$ cat src/rtl/ptp_offset_adj.sv
// Slave-side PTP servo stage: gathers t1..t4 for one sync round, derives offset
// and mean path delay, and steps the local {ms, tick} timer by the offset.
module ptp_offset_adj #(
  parameter int W_TS         = 48,
  parameter int TICKS_PER_MS = 125000,
  parameter int MAX_ADJ      = 65535,
  parameter int TIMEOUT      = 1250000
) (
  input  logic            clk,
  input  logic            reset,
  input  logic            ts_2_record,
  input  logic            ts_1_valid,
  input  logic [W_TS-1:0] ts_1,
  input  logic            ts_3_record,
  input  logic            ts_4_valid,
  input  logic [W_TS-1:0] ts_4,
  output logic [W_TS-1:0] timer,
  output logic            result_valid,
  output logic [W_TS:0]   offset,
  output logic [W_TS:0]   path_delay,
  output logic            sync_err,
  output logic [31:0]     round_cnt
);

  localparam int W_TICK = 17;
  localparam int W_MS   = W_TS - W_TICK;
  localparam int W_L    = W_TS + 1;
  localparam int W_X    = W_TS + 2;
  localparam logic signed [W_L-1:0] ADJ_HI = W_L'(MAX_ADJ);
  localparam logic signed [W_L-1:0] ADJ_LO = W_L'(-MAX_ADJ);

  typedef enum logic [1:0] {S_COLLECT, S_LIN, S_CALC, S_APPLY} state_t;

  state_t                 r_state, w_state_n;
  logic [W_MS-1:0]        r_ms, w_ms_n;
  logic [W_TICK-1:0]      r_tick, w_tick_n;
  logic [W_TS-1:0]        r_t1, r_t2, r_t3, r_t4;
  logic [3:0]             r_mask, w_mask_n;
  logic [31:0]            r_cnt, w_cnt_n;
  logic                   w_cap1, w_cap2, w_cap3, w_cap4, w_timeout;
  logic [W_L-1:0]         r_l1, r_l2, r_l3, r_l4;
  logic signed [W_L-1:0]  r_offset, r_path;
  logic signed [W_L-1:0]  w_a, w_b, w_off_n, w_path_n;
  logic signed [W_X-1:0]  w_diff, w_sum, w_tick_adj;
  logic                   r_big;
  logic [31:0]            r_round;

  function automatic logic [W_L-1:0] f_lin(input logic [W_TS-1:0] ts);
    return W_L'(ts[W_TS-1:W_TICK]) * W_L'(TICKS_PER_MS) + W_L'(ts[W_TICK-1:0]);
  endfunction

  assign timer      = {r_ms, r_tick};
  assign offset     = r_offset;
  assign path_delay = r_path;
  assign round_cnt  = r_round;

  // Mask bit i-1 tracks capture ti; t2 restarts the round and arms the timeout.
  always_comb begin
    w_state_n    = r_state;
    w_mask_n     = r_mask;
    w_cnt_n      = r_cnt;
    w_cap1       = 1'b0;
    w_cap2       = 1'b0;
    w_cap3       = 1'b0;
    w_cap4       = 1'b0;
    w_timeout    = 1'b0;
    result_valid = 1'b0;
    sync_err     = 1'b0;
    case (r_state)
      S_COLLECT: begin
        if (ts_2_record) begin
          w_cap1   = ts_1_valid;
          w_cap2   = 1'b1;
          w_cap3   = ts_3_record;
          w_cap4   = ts_4_valid;
          w_mask_n = {ts_4_valid, ts_3_record, 1'b1, ts_1_valid};
          w_cnt_n  = '0;
        end else if (r_mask[1]) begin
          if (r_cnt == 32'(TIMEOUT)) begin
            w_timeout = 1'b1;
            w_mask_n  = '0;
            w_cnt_n   = '0;
          end else begin
            w_cap1   = ts_1_valid;
            w_cap3   = ts_3_record;
            w_cap4   = ts_4_valid;
            w_mask_n = r_mask | {ts_4_valid, ts_3_record, 1'b0, ts_1_valid};
            w_cnt_n  = r_cnt + 32'd1;
          end
        end
        sync_err = w_timeout;
        if (w_mask_n == 4'b1111) w_state_n = S_LIN;
      end
      S_LIN:  w_state_n = S_CALC;
      S_CALC: w_state_n = S_APPLY;
      S_APPLY: begin
        result_valid = 1'b1;
        sync_err     = r_big;
        w_mask_n     = '0;
        w_state_n    = S_COLLECT;
      end
      default: w_state_n = S_COLLECT;
    endcase
  end

  always_comb begin
    w_a      = r_l2 - r_l1;
    w_b      = r_l4 - r_l3;
    w_diff   = W_X'(w_a) - W_X'(w_b);
    w_sum    = W_X'(w_a) + W_X'(w_b);
    w_off_n  = W_L'(w_diff >>> 1);
    w_path_n = W_L'(w_sum >>> 1);
  end

  // Offset step assumes MAX_ADJ < TICKS_PER_MS, so one borrow/carry suffices.
  always_comb begin
    w_tick_adj = W_X'($signed({1'b0, r_tick})) + W_X'(1) - W_X'(r_offset);
    w_ms_n     = r_ms;
    w_tick_n   = r_tick;
    if (r_state == S_APPLY && !r_big) begin
      if (w_tick_adj[W_X-1]) begin
        w_tick_n = W_TICK'(w_tick_adj + W_X'(TICKS_PER_MS));
        w_ms_n   = r_ms - W_MS'(1);
      end else if (w_tick_adj >= W_X'(TICKS_PER_MS)) begin
        w_tick_n = W_TICK'(w_tick_adj - W_X'(TICKS_PER_MS));
        w_ms_n   = r_ms + W_MS'(1);
      end else begin
        w_tick_n = W_TICK'(w_tick_adj);
      end
    end else if (r_tick == W_TICK'(TICKS_PER_MS - 1)) begin
      w_tick_n = '0;
      w_ms_n   = r_ms + W_MS'(1);
    end else begin
      w_tick_n = r_tick + W_TICK'(1);
    end
  end

  always_ff @(posedge clk or negedge reset) begin
    if (!reset) begin
      r_state <= S_COLLECT;
      r_mask  <= '0;
      r_cnt   <= '0;
      r_ms    <= '0;
      r_tick  <= '0;
      r_round <= '0;
      r_t1    <= '0;
      r_t2    <= '0;
      r_t3    <= '0;
      r_t4    <= '0;
    end else begin
      r_state <= w_state_n;
      r_mask  <= w_mask_n;
      r_cnt   <= w_cnt_n;
      r_ms    <= w_ms_n;
      r_tick  <= w_tick_n;
      if (w_cap1) r_t1 <= ts_1;
      if (w_cap2) r_t2 <= timer;
      if (w_cap3) r_t3 <= timer;
      if (w_cap4) r_t4 <= ts_4;
      if (r_state == S_APPLY && !r_big) r_round <= r_round + 32'd1;
    end
  end

  always_ff @(posedge clk or negedge reset) begin
    if (!reset) begin
      r_l1     <= '0;
      r_l2     <= '0;
      r_l3     <= '0;
      r_l4     <= '0;
      r_offset <= '0;
      r_path   <= '0;
      r_big    <= 1'b0;
    end else begin
      if (r_state == S_LIN) begin
        r_l1 <= f_lin(r_t1);
        r_l2 <= f_lin(r_t2);
        r_l3 <= f_lin(r_t3);
        r_l4 <= f_lin(r_t4);
      end
      if (r_state == S_CALC) begin
        r_offset <= w_off_n;
        r_path   <= w_path_n;
        r_big    <= (w_off_n > ADJ_HI) || (w_off_n < ADJ_LO);
      end
    end
  end

endmodule

$ cat config.mk
export PLATFORM = sky130hd
export DESIGN_NAME = ptp_offset_adj
export DESIGN_NICKNAME = d
export VERILOG_FILES = /design/src/rtl/ptp_offset_adj.sv
export SDC_FILE = /design/constraint.sdc
export NUM_CORES = 2
export LEC_CHECK = 0
export ABC_AREA = 1
export BUFFER_PORTS_ARGS = -buffer_cell sky130_fd_sc_hd__buf_2
export CORE_MARGIN = 5
export CORE_UTILIZATION = 50
export CTS_CLUSTER_SIZE = 20
export DETAILED_ROUTE_END_ITERATION = 16
export PLACE_DENSITY = 0.77
export SETUP_SLACK_MARGIN = 0.3
export SYNTH_ARGS = -nofsm -noshare
export SYNTH_HDL_FRONTEND = slang
export SYNTH_SLANG_ARGS = --single-unit
$ cat constraint.sdc
create_clock -name clk -period 10.3 [get_ports clk]
set_clock_uncertainty 0.2 [all_clocks]
set_input_delay 1.03 -clock clk [delete_from_list [all_inputs] [get_ports clk]]
set_output_delay 1.03 -clock clk [all_outputs]
set_load 0.03 [all_outputs]
==> results.json <==
{
  "post-cts-setup-buffers": 0,
  "tritoncts": "built",
  "dieArea_mm2": 0.163,
  "hold_viol_final": 0,
  "io_buffers": 281,
  "cts_root_buf": "clkbuf_16",
  "avgSynthCellArea_um2": 7.03,
  "synth_flop_cell": "dfrtp_1",
  "setup_tns_ns": 0,
  "startpoint_type": "flip-flop",
  "firstDrtPassIters": 10,
  "cts_buffer_depth": 3,
  "r2r_start": "r_t1[17]",
  "worst-r2r-setup-slack_ns": 3.02,
  "synth.distinct_cells": 64,
  "max_freq_mhz": 137,
  "core_area_mm2": 0.154,
  "ys_ff_latch": 605,
  "cts_hold_buf": 0,
  "clk_pin_slew_ns": 0.06,
  "mostFrequentLayoutCells": "nand2_1 (2,688), inv_1 (2,032), nor2_1 (1,062), ha_1 (877), o21ai_0 (666)",
  "die_y_um": 404,
  "clk_latency_ns": 0.72,
  "htreeDepth": 3,
  "crit_top_cell": "nand2_1",
  "finalCritPeriodShare_pct": 70.7,
  "io_pins": 282,
  "overflow": 0,
  "final_max_slew_viol_count": 0,
  "die_x_um": 404,
  "r2r_cells": 31,
  "crit_required_ns": 10.74,
  "drtIter0Drc": 6512,
  "crit_path_max_incr_delay_ns": 0.52,
  "max_cap_violations": 0,
  "async_flop_share_pct": 100,
  "slew_headroom_pct": 10.9,
  "clock_sinks": 605,
  "grt_pass1_vias": 71200,
  "status": "finished clean",
  "end_kind": "flip-flop",
  "synth_cells": 11000,
  "cts_resized": 0,
  "critical_path_class": "flip-flop to flip-flop",
  "grt_antenna_before_repair": 11,
  "worst_pin_slew_ns": 1.33,
  "ant_nets": 0,
  "synth.net_count": 12500,
  "gp_congestion": 1.03,
  "drt-wirelength-per-cell_um": 19.8,
  "start_util_pct": 50.3,
  "grt_max_degree": 162,
  "track_usage_pct": 31.8,
  "hold_class": "input port to asynchronous set/reset pin",
  "setup_violations": 0,
  "synthToLayoutAreaGrowth_pct": 7.89,
  "drc_errors": 0,
  "syn_area_mm2": 0.0776,
  "critPathSlowestCell": "fa_1",
  "drive_above_1_share_pct": 5.05,
  "nets": 12700,
  "vias_per_cell": 5.53,
  "numCtsBuffers": 79,
  "worstPathArrival_ns": 7.72,
  "min_period_ns": 7.28,
  "worst-path-max-fanout": 8,
  "grt_pass1_wl_um": 407000,
  "ys_seq_area_share_pct": 19.5,
  "ys_warn_count": 0,
  "rsz0062_at_grt": "no",
  "dpl.hpwl_um": 225000,
  "r2r-end": "r_l1[45]",
  "synth_enable_flop_cells": 0,
  "layout_commonest_cell": "nand2_1",
  "vias": 73800,
  "rows": 144,
  "wl_um": 264000
}
[layout make-up]
cell class                 instances  area, um2
fill                           15100      70500
multi-input combinational       8212      54100
sequential                       605      15100
inverter                        2039       7660
tap                             2044       2560
clock buffer                     100       2190
timing repair buffer             299       1580
clock inverter                    41        494
antenna                            3       7.51
[worst max-delay path, delay by kind of cell, from the launching register on]
kind            cells  cell delay [ns]
compound gates      3             0.85
xor+xnor            1             0.15
fa+ha+maj           8             3.16
buf+inv             5             0.32
flops               1             0.49
simple gates       14             2.03
[synthesized netlist by cell type, types with 6 or more instances]
cell type	count	share of area (%)
a31oi_1	89	0.72
and2_1	11	0.089
fa_1	529	14
xor2_1	286	3.2
buf_2	35	0.23
dfrtp_1	605	20
o21a_1	33	0.32
a21boi_0	15	0.15
nand4_1	172	1.4
a21o_1	21	0.20
nor2_2	17	0.14
nand2_2	12	0.097
or2_2	12	0.097
xor2_2	6	0.13
clkbuf_1	131	0.63
a211oi_1	6	0.058
nand3_2	10	0.13
nor3_1	115	0.74
nor2_1	1062	5.1
o21bai_1	23	0.22
o21ai_0	666	4.3
nor4_1	43	0.35
mux2i_1	11	0.14
xnor2_1	122	1.4
o21ai_2	24	0.27
o211ai_1	19	0.18
a21oi_1	617	4.0
mux2_2	34	0.49
o22ai_1	17	0.14
o21ai_1	6	0.039
nand3b_1	33	0.32
inv_1	2034	9.8
ha_1	879	14
o221ai_1	8	0.090
nand3_1	581	3.7
nand2_1	2689	13
o31ai_1	11	0.11
[registers in the layout (all words and copies together) (netlist names)]
signal,flops
offset,49
path_delay,49
r_l1,49
r_l2,49
r_l3,49
r_l4,49
r_t1,48
r_t2,48
r_t3,48
r_t4,48
r_cnt,32
round_cnt,32
r_ms,31
r_tick,17
r_mask,4
r_state,2
r_big,1
[cell families (layout without fill, tap and decap cells)]
kind of cell    count (synthesis)  in the layout  synth area share [%]
buf+inv                      2216           2479                  10.8
mux                            45             45                 0.635
flops                         605            605                  19.5
simple gates                 4774           4774                  25.5
xor+xnor                      416            416                  4.79
other cells                     0              3                     0
compound gates               1569           1569                  10.9
fa+ha+maj                    1408           1408                  27.8
[metal layers]
| layer | vias up | track usage [%] | share of wire, % |
|---|---|---|---|
| li1 | 35500 | - | - |
| met1 | 35400 | 43.6 | 44 |
| met2 | 2566 | 52.3 | 46 |
| met3 | 428 | 4.35 | 6.6 |
| met4 | 6 | 10.2 | 3.7 |
| met5 | - | 0 | 0.011 |
[worst max-delay path by stage]
stage	start	slack (ns)	endpoint
2_1_floorplan	r_t1[17]	4.21	r_l1[41]
3_3_place_gp	r_t1[17]	3.32	r_l1[41]
3_5_place_dp	r_t1[17]	3.22	r_l1[45]
4_1_cts	r_t1[17]	3.16	r_l1[45]
5_1_grt	r_t1[17]	2.50	r_l1[45]
6_report	r_t1[17]	3.02	r_l1[45]
[stage by stage]
step,hold WS (ns),instances,util [%],setup WS [ns],area (um2)
after CTS,0.101,13300,54.3,3.16,83700
after global routing,0.145,13300,54.3,2.50,83700
final,0.101,13300,54.3,3.02,83700
after floorplan,0.243,11000,-,4.21,77600
after detailed placement,0.267,13200,52.6,3.22,81000
after global placement,0.257,13200,52.6,3.32,81000
Power is left out: the tool's default activity adds up to more than one toggle a clock period on the data nets, which glitch-free logic cannot reach.
